--- src/rtl/fifo_arb_pkg.sv ---
// Shared types and helpers for the FIFO arbitration blocks.
//   arb_state_e       : arbiter FSM states
//   id_width()        : index width for an N-entry selector (at least 1 bit)
//   DEF_MAX_BURST     : default beats per grant
//   DEF_STALL_TIMEOUT : default idle-valid cycles before a grant is revoked
package fifo_arb_pkg;

  typedef enum logic [0:0] {IDLE, BURST} arb_state_e;

  localparam int unsigned DEF_MAX_BURST     = 4;
  localparam int unsigned DEF_STALL_TIMEOUT = 8;

  function automatic int unsigned id_width(input int unsigned n);
    return (n > 1) ? $clog2(n) : 1;
  endfunction

endpackage

--- src/rtl/rr_pick.sv ---
// Combinational round-robin selector.
// Searches eligible upward from last_grant+1, wrapping, and returns the first set bit.
//   eligible   in  N  candidate mask
//   last_grant in  W  previous winner (search starts just above it)
//   found      out 1  any candidate present
//   idx        out W  winning index (0 when found=0)
module rr_pick
  import fifo_arb_pkg::*;
#(
  parameter int unsigned N = 4,
  parameter int unsigned W = id_width(N)
) (
  input  logic [N-1:0] eligible,
  input  logic [W-1:0] last_grant,
  output logic         found,
  output logic [W-1:0] idx
);

  int unsigned k;

  always_comb begin
    found = 1'b0;
    idx   = '0;
    k     = 0;
    for (int unsigned i = 1; i <= N; i++) begin
      k = (32'(last_grant) + i) % N;
      if (!found && eligible[k]) begin
        found = 1'b1;
        idx   = W'(k);
      end
    end
  end

endmodule

--- src/rtl/fifo_wr_arbiter.sv ---
// Round-robin write-port arbiter in front of a single fifo_mem write port.
// A granted requester owns the port for up to MAX_BURST beats, until its last beat,
// or until it leaves valid low for STALL_TIMEOUT cycles; then the grant rotates.
// Optional macro FIFO_ARB_THROTTLE_EN: while fifo_threshold_ind is high at arbitration,
// only requesters in PRIO_MASK may win.
//   clk_in, areset_b      clock / async active-low reset
//   req_valid/data/last   per-requester beat interface, req_ready back
//   fifo_*_ind            FIFO status inputs
//   fifo_trans_write/data_in  FIFO write port
//   grant_id, busy, err_overflow  status outputs
module fifo_wr_arbiter
  import fifo_arb_pkg::*;
#(
  parameter int unsigned DATA_WIDTH    = 16,
  parameter int unsigned NUM_REQ       = 4,
  parameter int unsigned MAX_BURST     = DEF_MAX_BURST,
  parameter int unsigned STALL_TIMEOUT = DEF_STALL_TIMEOUT,
  parameter logic [NUM_REQ-1:0] PRIO_MASK = NUM_REQ'(1)
) (
  input  logic                          clk_in,
  input  logic                          areset_b,
  input  logic [NUM_REQ-1:0]            req_valid,
  input  logic [NUM_REQ*DATA_WIDTH-1:0] req_data,
  input  logic [NUM_REQ-1:0]            req_last,
  output logic [NUM_REQ-1:0]            req_ready,
  input  logic                          fifo_full_ind,
  input  logic                          fifo_threshold_ind,
  input  logic                          fifo_overflow_ind,
  output logic                          fifo_trans_write,
  output logic [DATA_WIDTH-1:0]         fifo_data_in,
  output logic [$clog2(NUM_REQ)-1:0]    grant_id,
  output logic                          busy,
  output logic                          err_overflow
);

  localparam int unsigned IdW    = id_width(NUM_REQ);
  localparam int unsigned BeatW  = id_width(MAX_BURST);
  localparam int unsigned StallW = id_width(STALL_TIMEOUT);

  arb_state_e         state_q, state_d;
  logic [IdW-1:0]     grant_q, grant_d;
  logic [IdW-1:0]     last_grant_q, last_grant_d;
  logic [BeatW-1:0]   beat_q, beat_d;
  logic [StallW-1:0]  stall_q, stall_d;
  logic               err_q;

  logic [NUM_REQ-1:0] eligible;
  logic               pick_found;
  logic [IdW-1:0]     pick_idx;
  logic               gnt_valid, gnt_last, xfer, burst_exit;

`ifdef FIFO_ARB_THROTTLE_EN
  // Near-full FIFO: only priority requesters may start a new burst.
  assign eligible = fifo_threshold_ind ? (req_valid & PRIO_MASK) : req_valid;
`else
  assign eligible = req_valid;
  logic unused_throttle;
  assign unused_throttle = fifo_threshold_ind ^ (^PRIO_MASK);
`endif

  rr_pick #(
    .N (NUM_REQ),
    .W (IdW)
  ) u_rr_pick (
    .eligible   (eligible),
    .last_grant (last_grant_q),
    .found      (pick_found),
    .idx        (pick_idx)
  );

  assign gnt_valid    = req_valid[grant_q];
  assign gnt_last     = req_last[grant_q];
  // Not gated in IDLE; consumers qualify it with fifo_trans_write.
  assign fifo_data_in = req_data[grant_q*DATA_WIDTH +: DATA_WIDTH];
  assign grant_id     = grant_q;
  assign busy         = (state_q == BURST);
  assign err_overflow = err_q;

  always_comb begin
    state_d          = state_q;
    grant_d          = grant_q;
    last_grant_d     = last_grant_q;
    beat_d           = beat_q;
    stall_d          = stall_q;
    req_ready        = '0;
    fifo_trans_write = 1'b0;
    xfer             = 1'b0;
    burst_exit       = 1'b0;
    unique case (state_q)
      IDLE: begin
        if (pick_found) begin
          grant_d = pick_idx;
          state_d = BURST;
        end
      end
      BURST: begin
        req_ready[grant_q] = ~fifo_full_ind;
        xfer               = gnt_valid & ~fifo_full_ind;
        fifo_trans_write   = xfer;
        if (xfer) begin
          stall_d = '0;
          if (gnt_last || (beat_q == BeatW'(MAX_BURST - 1))) burst_exit = 1'b1;
          else beat_d = beat_q + 1'b1;
        end else if (gnt_valid) begin
          stall_d = '0;
        end else if (!fifo_full_ind) begin
          // A full FIFO is not the requester's fault, so the stall counter freezes then.
          if (stall_q == StallW'(STALL_TIMEOUT - 1)) burst_exit = 1'b1;
          else stall_d = stall_q + 1'b1;
        end
        if (burst_exit) begin
          state_d      = IDLE;
          last_grant_d = grant_q;
          beat_d       = '0;
          stall_d      = '0;
        end
      end
      default: state_d = IDLE;
    endcase
  end

  always_ff @(posedge clk_in or negedge areset_b) begin
    if (!areset_b) begin
      state_q      <= IDLE;
      grant_q      <= '0;
      last_grant_q <= IdW'(NUM_REQ - 1);
      beat_q       <= '0;
      stall_q      <= '0;
      err_q        <= 1'b0;
    end else begin
      state_q      <= state_d;
      grant_q      <= grant_d;
      last_grant_q <= last_grant_d;
      beat_q       <= beat_d;
      stall_q      <= stall_d;
      err_q        <= err_q | fifo_overflow_ind;
    end
  end

endmodule
--- config.mk ---
export PLATFORM = sky130hd
export DESIGN_NAME = fifo_wr_arbiter
export DESIGN_NICKNAME = d
export VERILOG_FILES = /design/src/rtl/fifo_arb_pkg.sv /design/src/rtl/rr_pick.sv /design/src/rtl/fifo_wr_arbiter.sv
export SDC_FILE = /design/constraint.sdc
export NUM_CORES = 1
export LEC_CHECK = 0
export CORE_MARGIN = 2
export CORE_UTILIZATION = 28
export CTS_CLUSTER_DIAMETER = 50
export CTS_CLUSTER_SIZE = 10
export DETAILED_ROUTE_END_ITERATION = 12
export GPL_ROUTABILITY_DRIVEN = 0
export PLACE_DENSITY = 0.77
export SKIP_LAST_GASP = 1
export SYNTH_ARGS = -nofsm -noshare
export SYNTH_HDL_FRONTEND = slang
export SYNTH_SLANG_ARGS = --single-unit
--- constraint.sdc ---
create_clock -name clk_in -period 2 [get_ports clk_in]
set_clock_uncertainty 0.15 [all_clocks]
set_input_delay 0.3 -clock clk_in [delete_from_list [all_inputs] [get_ports clk_in]]
set_output_delay 0.3 -clock clk_in [all_outputs]
set_load 0.05 [all_outputs]
# Word-level counts from Yosys, hierarchy flattened
# Cells that the tools add are included.
[word_totals]
ff_bits = 11
latchBits = 0
ramBits = 0
romBits = 0
input_bits = 77
output_inout_bits = 25
wordCells = 83
mem_count = 0
[classes]
n_addsub = 6
multipliers = 0
div_mod_pow = 0
n_lt_le_gt_ge = 6
n_eq_ne = 5
shift = 1
muxes = 41
n_bitwise = 5
n_reduce_logical = 13
[ops]
columns = ["op", "n"]
rows = [
  ["64-bit by 7-bit variable part select with 16-bit output", 1],
  ["1-bit 2-to-1 mux", 20],
  ["2-bit by 3-bit < comparator with 1-bit output, second input constant", 5],
  ["3-bit 2-to-1 mux", 5],
  ["2-bit 2-to-1 mux", 7],
  ["1-bit binary-select mux with 2-bit select", 6],
  ["2-bit by 1-bit adder with 2-bit output, second input constant", 3],
  ["3-bit AND reduction", 2],
  ["2-bit adder, second input constant", 2],
  ["4-bit AND", 1],
  ["1-bit logical AND", 4],
  ["4-bit 2-to-1 mux", 1],
  ["4-bit by 1-bit inequality test with 1-bit output, second input constant", 1],
  ["4-bit by 3-bit inequality test with 1-bit output, second input constant", 1],
  ["2-bit AND reduction", 2],
  ["3-bit by 1-bit adder with 3-bit output, second input constant", 1],
  ["3-bit == test, second input constant", 1],
  ["1-bit logical NOT", 3],
  ["1-bit demux with 2-bit select", 1],
  ["2-bit == test, second input constant", 1],
  ["2-bit by 1-bit >= comparator with 1-bit output, second input constant", 1],
  ["2-bit by 1-bit inequality test with 1-bit output, second input constant", 1],
  ["1-bit inverter", 2],
  ["1-bit case mux with 2 select lines", 1],
  ["4 further kinds", 4],
]

# Longest topological paths before layout
# Gate-level depths: netlist (run 1).
[logic_depth]
word_depth = 15
depth_mapped = 5
ltp_nobuf = 5

# By module
# Synthesis (run 1) repeated with hierarchy kept, for this count alone.
[hier_totals]
cells_unflattened = 93
area_unflattened_um2 = 1136.1
[by_module_without_submodules]
columns = ["module", "n_inst", "cells_per_inst", "area_per_inst_um2", "seq_area_each_um2"]
rows = [
  ["fifo_wr_arbiter", 1, 79, 1044.8, 277.8],
  ["rr_pick", 1, 14, 91.3, 0.0],
]

# Least setup slack after synthesis (run 1)
# OpenSTA, ideal clock, no wires.
[synth_timing]
kind = "register -> output"
start = "register grant_q[0], in the netlist grant_id[0]"
end = "output port req_ready[0]"
arrival_ns = 2.214
setup_slack_ns = -0.664
path_stages_with_launch = 4
n_path_buf = 2
cell_sequence = "dfrtp_1 -> buf_2 -> buf_4 -> nor3_1"
[synth_via]
elab_chain_len = 6
word_cells_on_any_way = 7
cone_classes = "order compare: 2; mux: 3; bitwise: 1; reduce/logical: 1"
[synth_lines]
columns = ["element", "line", "source"]
rows = [
  ["start: declaration", "fifo_wr_arbiter.sv:41", "logic [IdW-1:0] grant_q, grant_d;"],
  ["start signal: assignment", "fifo_wr_arbiter.sv:132", "grant_q <= grant_d;"],
  ["2-bit by 3-bit < comparator with 1-bit output (implied by the code) / 2-bit by 1-bit >= comparator with 1-bit output (equally long branches)", "fifo_wr_arbiter.sv:97", "req_ready[grant_q] = ~fifo_full_ind;"],
  ["1-bit logical AND (implied by the code)", "fifo_wr_arbiter.sv:97", ""],
  ["1-bit 2-to-1 mux (implied by the code)", "fifo_wr_arbiter.sv:97", ""],
  ["1-bit demux with 2-bit select (*)", "fifo_wr_arbiter.sv:97", ""],
  ["4-bit AND (no source line) (*)", "n/a", ""],
  ["4-bit 2-to-1 mux (*)", "fifo_wr_arbiter.sv:89", "unique case (state_q)"],
  ["end: declaration", "fifo_wr_arbiter.sv:25", "output logic [NUM_REQ-1:0] req_ready,"],
]
# Every way passes the cells marked *; elsewhere a longest branch is shown, timed or not.

# Worst setup path in the final report (run 1)
[layout_timing]
start = "register grant_q[0], in the netlist grant_id[0]"
end = "output port fifo_data_in[15]"
[layout_via]
elab_chain_len = 1
[layout_lines]
columns = ["element", "line", "source"]
rows = [
  ["64-bit by 7-bit variable part select with 16-bit output", "fifo_wr_arbiter.sv:74", "assign fifo_data_in = req_data[grant_q*DATA_WIDTH +: DATA_WIDTH];"],
  ["end: declaration", "fifo_wr_arbiter.sv:30", "output logic [DATA_WIDTH-1:0] fifo_data_in,"],
]
# No other way between the ends.

==> flow_metrics.env, run 1 <==
export IMPL_grt_total_usage_pct=19.4
export IMPL_grt_remaining_overflow=0
export IMPL_synth_top_family_by_area="multiplexers"
export IMPL_pre_cts_slack_ns=-0.105
export IMPL_row_count=23
export IMPL_syn_area_mm2=0.00112
export IMPL_ys_flop_type="dfrtp_1"
export IMPL_seqCellArea_um2=280
export IMPL_period_share_pct=99.9
export IMPL_arrival_ns=1.55
export IMPL_slew_headroom_pct=66.8
export IMPL_antenna_found_initial=0
export IMPL_clk_insertion_delay_late_ns=0.24
export IMPL_area_delta_synth_final_pct=116
export IMPL_path_cells="buf_12 > mux4_2 > buf_4"
export IMPL_postCtsHoldBufs=0
export IMPL_synth_mux_area_share_pct=44.3
export IMPL_die_h_um=67.3
export IMPL_synth_compound_area_share_pct=13.0
export IMPL_fill_cells=293
export IMPL_antenna_left=0
export IMPL_yosysWarnings=0
export IMPL_antenna_cells_inserted=0
export IMPL_viasPerCell=5.06
export IMPL_worstSetupStartpointType="register"
export IMPL_io_buffers=100
export IMPL_htree_num_levels=1
export IMPL_cpPeakStageDelay_ns=0.51
export IMPL_cts_buffers=3
export IMPL_clk_pin_slew_worst_paths_ns=0.05
export IMPL_vdd_drop_max_v=0.000934
export IMPL_maxSlewViolCount=0
export IMPL_ys_seq_area_share_pct=24.7
export IMPL_routed_wl_um=4400
export IMPL_fin_crit_ns=2.00
export IMPL_layout_common_cells="clkdlybuf4s50_1, buf_4, mux4_2, buf_12, dfrtp_1"
export IMPL_powerDensity_mw_per_mm2=1420
export IMPL_first_iter_violations=32
export IMPL_layout_drive_gt1_share_pct=37.4
export IMPL_dp_hpwl_um=3730
export IMPL_start_util_pct=28.7
export IMPL_nNetsFinal=284
export IMPL_path_delay_family="multiplexers"
export IMPL_finalHoldViolations=0
export IMPL_setup_viol=0
export IMPL_drc_errors=0
export IMPL_dp_cells=246
export IMPL_grt_pass1_wl_um=6520
export IMPL_final_common_cell="clkdlybuf4s50_1"
export IMPL_grt_max_degree=24
export IMPL_core_mm2=0.00391
export IMPL_critPathKind="reg -> out"
export IMPL_vias=1279
export IMPL_synth_cells=90
export IMPL_synth_xor_area_share_pct=0
export IMPL_drt_pre_antenna_iters=4
export IMPL_cts_sinks=11
export IMPL_hp_class="in -> async"
export IMPL_leakage_nw=0.980
export IMPL_async_flop_share_pct=100
export IMPL_synth_edf_count=0
export IMPL_cts_buffer_depth=2
export IMPL_max_freq_mhz=500
export IMPL_status="completed"
export IMPL_crit_path_top_delay_cell="mux4_2"
export IMPL_grt_pass1_vias=1299
export IMPL_rsz0062_at_grt="yes"
export IMPL_final_cells=253
export IMPL_synth_simple_area_share_pct=9.70
export IMPL_path_buf_inv=2
export IMPL_required_ns=1.55
export IMPL_syn_nets=170
export IMPL_yosysUniqueCellTypes=38
export IMPL_fin_ws_ns=0.00142
export IMPL_cap_viol_max_count=0
export IMPL_die_width_um=67.3
export IMPL_multi_input_area_um2=811
export IMPL_cts_tree="done"
export IMPL_dieArea_mm2=0.00453
export IMPL_avgRoutedWirePerCell_um=17.4
export IMPL_crit_fanout=10
export IMPL_yosys_register_bits=11
export IMPL_syn_area_per_cell_um2=12.5
export IMPL_root_buffer="clkbuf_8"
export IMPL_worst_slew_pin_slew_ns=0.496
export IMPL_io_pins=102
export IMPL_crit_path_end_kind="output port"
export IMPL_synth_adder_area_share_pct=3.34
==> area by class of cell <==
type | instances | share of cell area, %
clock buffer | 4 | 1.86
inverter | 5 | 0.928
multi-input combinational | 68 | 33.4
sequential | 11 | 11.5
tap | 50 | 2.58
timing repair buffer | 115 | 49.7
==> power by group <==
part	leakage (nW)	internal (W)	total (W)	switching [W]
clock network	0.0228	0.000140	0.000218	0.0000789
logic	0.828	0.00130	0.00282	0.00152
registers	0.130	0.000324	0.000424	0.000101
total	0.980	0.00176	0.00346	0.00170
==> routing by layer <==
| metal | vias to the layer above | part of all wire (%) | GRT usage, % |
|---|---|---|---|
| li1 | 597 | - | - |
| met1 | 616 | 35 | 19.7 |
| met2 | 58 | 53 | 37.1 |
| met3 | 8 | 10 | 6.83 |
| met4 | 0 | 1.3 | 5.10 |
| met5 | - | 0 | 0 |
==> state kept, by name, indices dropped and copies added, names as in the netlist <==
| name | flops |
|---|---|
| beat_q | 2 |
| busy | 1 |
| err_overflow | 1 |
| grant_id | 2 |
| last_grant_q | 2 |
| stall_q | 3 |
==> worst paths after layout <==
path,from,end,slack [ns],cells past startpoint
max reg2reg,grant_id[0],beat_q[0],0.05,4
min,areset_b,busy,0.25,1
min in group clk_in,err_overflow,err_overflow,0.33,1
max,grant_id[0],fifo_data_in[15],0.001,3
min reg2reg,err_overflow,err_overflow,0.33,1
max in group asynchronous,areset_b,grant_id[1],1.09,1
==> through the flow <==
stage / hold WS [ns] / total power [W] / cell area [µm²] / util (%) / setup TNS [ns]
floorplan: -0.146 / 0.00221 / 1150 / - / -0.233
global placement: 0.300 / 0.00305 / 2310 / 59.0 / -0.119
detailed placement: 0.330 / 0.00309 / 2310 / 59.0 / -0.258
CTS: 0.253 / 0.00346 / 2410 / 61.6 / -0.426
global route: 0.292 / 0.00365 / 2430 / 62.0 / -0.600
finish: 0.247 / 0.00346 / 2430 / 62.0 / 0
==> worst reg2reg max path, stage by stage, from the launching register on <==
cell and delay, ns:
dfrtp_2 0.43, buf_4 0.18, mux4_1 0.59, and4b_4 0.23, mux2_2 0.25
==> repair_timing <==
action	4_1_cts	5_1_grt
gates cloned	1	0
endpoints found under the setup margin	16	21
resized for setup	7	5
setup buffers	1	1
pin swaps	0	0
==> cells in the mapped netlist, drive strengths merged (2+ instances only) <==
cell     count  area share, %
dfstp        2            4.7
buf          4            2.6
o21ai        3            1.3
clkbuf       2           0.67
a32oi        2            1.6
a22oi        2            1.3
and3         2            1.1
ha           3            3.3
mux2         5            5.4
dfrtp        9             20
nor2         5            1.7
o2bb2ai      2            1.6
mux2i        5            4.5
nor3         3            1.3
inv          5            1.7
mux4        17             34
nand2        3            1.0
==> kinds of logic after synthesis <==
group                    count (synthesis)
multiplexers                            27
adder cells (fa/ha/maj)                  3
AND/OR/NAND/NOR                         19
buffers and inverters                   11
AO/OA/AOI/OAI                           19
flip-flops                              11
(Power assumes the default switching activity.)
==> inputs of run 2 (changes only) <==
--- a/config.mk
+++ b/config.mk
@@ -5,8 +5,10 @@
 export SDC_FILE = /design/constraint.sdc
 export NUM_CORES = 1
 export LEC_CHECK = 0
+export ABC_AREA = 1
+export CORE_ASPECT_RATIO = 1.2
 export CORE_MARGIN = 2
-export CORE_UTILIZATION = 28
+export CORE_UTILIZATION = 31
 export CTS_CLUSTER_DIAMETER = 50
 export CTS_CLUSTER_SIZE = 10
 export DETAILED_ROUTE_END_ITERATION = 12
==> run 2 against run 1 <==
  * Total power rose by 43%
  * Sequential share of layout area fell by 1.9 points
  * Non-clock buffer count rose by 3
  * Register-to-register slack improved by 0.22 ns
==> flow_metrics.env, run 2 <==
export IMPL_status="completed"
export IMPL_die_width_um=65.2
export IMPL_slew_headroom_pct=67.1
export IMPL_final_cells=384
export IMPL_period_share_pct=99.3
export IMPL_synth_cells=214
export IMPL_cts_buffers=3
export IMPL_finalHoldViolations=0
export IMPL_yosysWarnings=0
export IMPL_vdd_drop_max_v=0.000982
export IMPL_io_buffers=100
export IMPL_yosysUniqueCellTypes=25
export IMPL_total_power_w=0.00493
export IMPL_worst_slew_pin_slew_ns=0.492
export IMPL_arrival_ns=1.54
export IMPL_post_synth_top_area_cell="nand2_1"
export IMPL_max_freq_mhz=503
export IMPL_maxSlewViolCount=0
export IMPL_crit_path_start="grant_id[0]"
export IMPL_cts_sinks=11
export IMPL_grt_max_degree=18
export IMPL_largest_reg_flops=3
export IMPL_synth_edf_count=0
export IMPL_start_util_pct=32.4
export IMPL_path_delay_family="flip-flops"
export IMPL_syn_area_per_cell_um2=6.50
export IMPL_cpPeakStageDelay_ns=0.53
export IMPL_path_buf_inv=3
export IMPL_layout_common_cells="nand2_1, clkdlybuf4s50_1, buf_12, inv_1, buf_4"
export IMPL_avgRoutedWirePerCell_um=14.1
export IMPL_syn_nets=294
export IMPL_final_core_util_pct=68.0
export IMPL_nNetsFinal=409
export IMPL_crit_fanout=8
export IMPL_cap_viol_max_count=0
export IMPL_postCtsHoldBufs=0
export IMPL_powerDensity_mw_per_mm2=1690
export IMPL_drt_pre_antenna_iters=4
export IMPL_grt_remaining_overflow=0
export IMPL_async_flop_share_pct=100
export IMPL_clk_insertion_delay_late_ns=0.23
export IMPL_vias=1883
export IMPL_root_buffer="clkbuf_8"
export IMPL_cts_buffer_depth=2
export IMPL_area_delta_synth_final_pct=110
export IMPL_crit_path_top_delay_cell="dfrtp_2"
export IMPL_antenna_left=0
export IMPL_ys_seq_area_share_pct=20.0
export IMPL_worstSetupPathDepth=6
export IMPL_crit_end="fifo_data_in[14]"
export IMPL_layout_drive_gt1_share_pct=29.6
export IMPL_first_iter_violations=68
export IMPL_fin_crit_ns=1.99
export IMPL_hp_class="in -> async"
export IMPL_drc_errors=0
export IMPL_worst_r2r_setup_slack_ns=0.27
export IMPL_worstSetupStartpointType="register"
export IMPL_die_h_um=77.4
export IMPL_routed_wl_um=5410
export IMPL_grt_total_usage_pct=21.0
export IMPL_grt_pass1_vias=1870
export IMPL_regMostFlops="stall_q"
export IMPL_leakage_nw=1.35
export IMPL_critPathKind="reg -> out"
export IMPL_syn_area_mm2=0.00139
export IMPL_reg2reg_depth=11
export IMPL_viasPerCell=4.90
export IMPL_dp_cells=370
export IMPL_r2r_start="last_grant_q[0]"
export IMPL_antenna_cells_inserted=0
export IMPL_final_common_cell="nand2_1"
export IMPL_antenna_found_initial=0
export IMPL_yosys_register_bits=11
export IMPL_required_ns=1.55
export IMPL_cts_tree="done"
export IMPL_grt_pass1_wl_um=8540
export IMPL_yosys_top_cells_count="nand2_1, a22oi_1, inv_1"
export IMPL_row_count=26
export IMPL_clk_pin_slew_worst_paths_ns=0.05
export IMPL_rsz0062_at_grt="yes"
export IMPL_synthTopCellsByArea="nand2_1, dfrtp_1, a22oi_1, nand2_4, nand2_2"
export IMPL_ys_flop_type="dfrtp_1"
export IMPL_crit_path_end_kind="output port"
export IMPL_path_cells="inv_4 > nor2_8 > buf_6 > a22oi_1 > nand2_1 > buf_12"
export IMPL_dieArea_mm2=0.00504
export IMPL_core_mm2=0.00429
export IMPL_htree_num_levels=1
export IMPL_yosys_area_top_type_share_pct=21.0
export IMPL_setup_viol=0
export IMPL_dp_hpwl_um=4210
export IMPL_yosysMostFrequentCell="nand2_1"
export IMPL_io_pins=102
export IMPL_rr_endpoint="grant_id[1]"
[run 2: changes by cell type after synthesis, moves of 8 or more]
cell,change
inv_1,+12
nand2_2,+11
a22oi_1,+22
nand4_1,+8
nand2_1,+75
mux4_2,-16
nand3_1,+11
[run 2: cell type report]
cell class	count	area, µm²
timing repair buffer	118	1380
fill	364	1370
multi-input combinational	169	1030
sequential	11	280
inverter	26	110
tap	56	70.1
clock buffer	4	45.0
[run 2: routing by layer]
metal / track usage (%) / wire length (µm) / vias up
met5: 0 / 0 / -
met4: 5.42 / 46 / 0
met3: 5.51 / 519 / 6
met2: 40.5 / 2970 / 83
met1: 21.9 / 1870 / 857
li1: - / - / 937
[run 2: power breakdown]
group / switching (W) / internal (W)
combinational: 0.00235 / 0.00190
sequential: 0.000145 / 0.000322
clock: 0.0000747 / 0.000139
total: 0.00257 / 0.00236
[run 2: repair_timing]
item,in CTS,in global routing
pin swaps,0,7
gates resized for setup,1,19
setup buffers,3,7
setup endpoints to repair,14,17
[run 2: worst min path at each step]
| stage | slack [ns] | startpoint | cells past startpoint | to |
|---|---|---|---|---|
| after floorplan | -0.15 | areset_b | 0 | beat_q[0] |
| after global routing | 0.30 | areset_b | 1 | busy |
| final | 0.25 | areset_b | 1 | err_overflow |
| after detailed placement | 0.32 | err_overflow | 1 | err_overflow |
| after CTS | 0.27 | areset_b | 1 | err_overflow |
| after global placement | 0.30 | err_overflow | 1 | err_overflow |
[run 2: metrics by stage]
stage	setup TNS (ns)	worst slack, ns	area (µm²)	hold slack, ns
after global placement	0	0.140	2690	0.303
after global routing	-0.522	-0.0546	2920	0.298
after CTS	-0.00645	-0.00368	2770	0.269
after floorplan	-0.502	-0.172	1410	-0.146
after detailed placement	0	0.147	2690	0.316
final	0	0.0139	2920	0.252
[run 2: logic make-up (layout without fill, tap and decap cells)]
kind of cell,Yosys count,after routing,synth area share [%]
AO/OA/AOI/OAI,30,30,15.2
adder cells (fa/ha/maj),3,3,2.70
AND/OR/NAND/NOR,136,136,50.7
buffers and inverters,34,148,11.4
flip-flops,11,11,20.0
==> inputs of run 3 (changes only) <==
--- a/config.mk
+++ b/config.mk
@@ -6,7 +6,6 @@
 export NUM_CORES = 1
 export LEC_CHECK = 0
 export ABC_AREA = 1
-export CORE_ASPECT_RATIO = 1.2
 export CORE_MARGIN = 2
 export CORE_UTILIZATION = 31
 export CTS_CLUSTER_DIAMETER = 50
@@ -14,6 +13,7 @@
 export DETAILED_ROUTE_END_ITERATION = 12
 export GPL_ROUTABILITY_DRIVEN = 0
 export PLACE_DENSITY = 0.77
+export RECOVER_POWER = 100
 export SKIP_LAST_GASP = 1
 export SYNTH_ARGS = -nofsm -noshare
 export SYNTH_HDL_FRONTEND = slang
==> run 3 against run 2 <==
  * Non-clock buffer count is 1 lower
  * Clock power is 3% higher
  * Sequential power is 3% lower
  * Global-route usage is 1.8 points lower
  * Worst setup slack better by 0.025 ns
  * Worst hold slack better by 0.061 ns
  * Final area is 0.47% lower
  * First-iteration DRC count is 24% lower
  * Sequential share of layout area hardly changed
  * Flip-flop and latch count stayed put
  * Critical path type is now in -> out
  * Highest routed layer unchanged
==> flow_metrics.env, run 3 (synthesis results as in run 2) <==
export IMPL_dp_cells=365
export IMPL_fill_cells=339
export IMPL_row_count=24
export IMPL_htree_num_levels=1
export IMPL_fin_crit_ns=1.96
export IMPL_hp_class="in -> async"
export IMPL_cts_buffers=3
export IMPL_period_share_pct=98.0
export IMPL_largest_reg_flops=3
export IMPL_cts_sinks=11
export IMPL_avgRoutedWirePerCell_um=12.9
export IMPL_nNetsFinal=408
export IMPL_worst_r2r_setup_slack_ns=0.29
export IMPL_crit_fanout=5
export IMPL_leakage_nw=1.32
export IMPL_grt_remaining_overflow=0
export IMPL_io_pins=102
export IMPL_routed_wl_um=4900
export IMPL_regMostFlops="stall_q"
export IMPL_max_freq_mhz=510
export IMPL_slew_headroom_pct=59.9
export IMPL_cap_viol_max_count=0
export IMPL_top_layer="met4"
export IMPL_core_mm2=0.00432
export IMPL_root_buffer="clkbuf_8"
export IMPL_dieArea_mm2=0.00504
export IMPL_vdd_drop_max_v=0.000873
export IMPL_antenna_found_initial=0
export IMPL_drt_pre_antenna_iters=4
export IMPL_worst_slew_pin_slew_ns=0.604
export IMPL_final_cells=379
export IMPL_first_iter_violations=52
export IMPL_crit_path_end_kind="output port"
export IMPL_status="completed"
export IMPL_die_width_um=71.0
export IMPL_reg2reg_depth=11
export IMPL_vias=1815
export IMPL_die_h_um=71.0
export IMPL_grt_total_usage_pct=19.2
export IMPL_final_core_util_pct=67.2
export IMPL_finalHoldViolations=0
export IMPL_layout_common_cells="nand2_1, clkdlybuf4s50_1, buf_12, inv_1"
export IMPL_wl_met2_um=2500
export IMPL_worstSetupStartpointType="primary input"
export IMPL_required_ns=1.55
export IMPL_drc_errors=0
export IMPL_cts_tree="done"
export IMPL_arrival_ns=1.51
export IMPL_clk_insertion_delay_late_ns=0.24
export IMPL_layout_drive_gt1_share_pct=29.7
export IMPL_cts_buffer_depth=2
export IMPL_grt_pass1_vias=1777
export IMPL_grt_max_degree=13
export IMPL_final_common_cell="nand2_1"
export IMPL_dp_hpwl_um=4070
export IMPL_area_delta_synth_final_pct=109
export IMPL_total_power_w=0.00486
export IMPL_antenna_left=0
export IMPL_antenna_cells_inserted=0
export IMPL_maxSlewViolCount=0
export IMPL_rsz0062_at_grt="yes"
export IMPL_io_buffers=100
export IMPL_viasPerCell=4.79
export IMPL_grt_pass1_wl_um=7980
export IMPL_setup_viol=0
export IMPL_clk_pin_slew_worst_paths_ns=0.05
export IMPL_critPathKind="in -> out"
export IMPL_met1Wirelength_um=2080
export IMPL_start_util_pct=32.2
export IMPL_wl_met3_um=294
export IMPL_powerDensity_mw_per_mm2=1670
run 3: report_power, final:
part / switching, W / internal, W
logic: 0.00230 / 0.00189
clock network: 0.0000802 / 0.000140
registers: 0.000131 / 0.000322
run 3: critical path: stages:
cell and delay, ns:
clkdlybuf4s50_1 0.46, inv_1 0.09, nand2_1 0.20, nor3_2 0.28
buf_12 0.18
run 3: repair_timing:
item                       in CTS  in global routing
hold buffers                    0                  0
resized for setup               0                 18
setup endpoints to repair       8                 18
pin swaps                       2                  7
setup buffers                   9                  1
run 3: metrics by stage:
stage / setup TNS (ns) / cell area [µm²] / hold WS (ns) / worst slack [ns]
CTS: 0 / 2830 / 0.257 / 0.0153
global placement: 0 / 2670 / 0.302 / 0.102
finish: 0 / 2910 / 0.313 / 0.0392
global route: -0.306 / 2910 / 0.327 / -0.0651
floorplan: -0.502 / 1410 / -0.146 / -0.172
detailed placement: 0 / 2670 / 0.306 / 0.0937
run 3: area by class of cell:
class                           count  area [µm²]  area share (%)
Timing Repair Buffer              117        1380            47.5
Inverter                           26         105            3.62
Multi-Input combinational cell    169        1030            35.4
Sequential cell                    11         280            9.64
Tap cell                           52        65.1            2.24
Clock buffer                        4        45.0            1.55
run 3: path summary, 6_finish.rpt:
kind,start,end
max,fifo_full_ind,req_ready[0]
min,areset_b,beat_q[1]
max reg2reg,last_grant_q[0],grant_id[1]
min reg2reg,err_overflow,err_overflow
max in group asynchronous,areset_b,grant_id[0]
min in group clk_in,err_overflow,err_overflow
run 3: per-layer routing:
metal / vias to the layer above / track usage (%)
met3: 4 / 3.28
met2: 64 / 35.5
met1: 819 / 23.6
met4: 0 / 3.35
li1: 928 / -
met5: - / 0
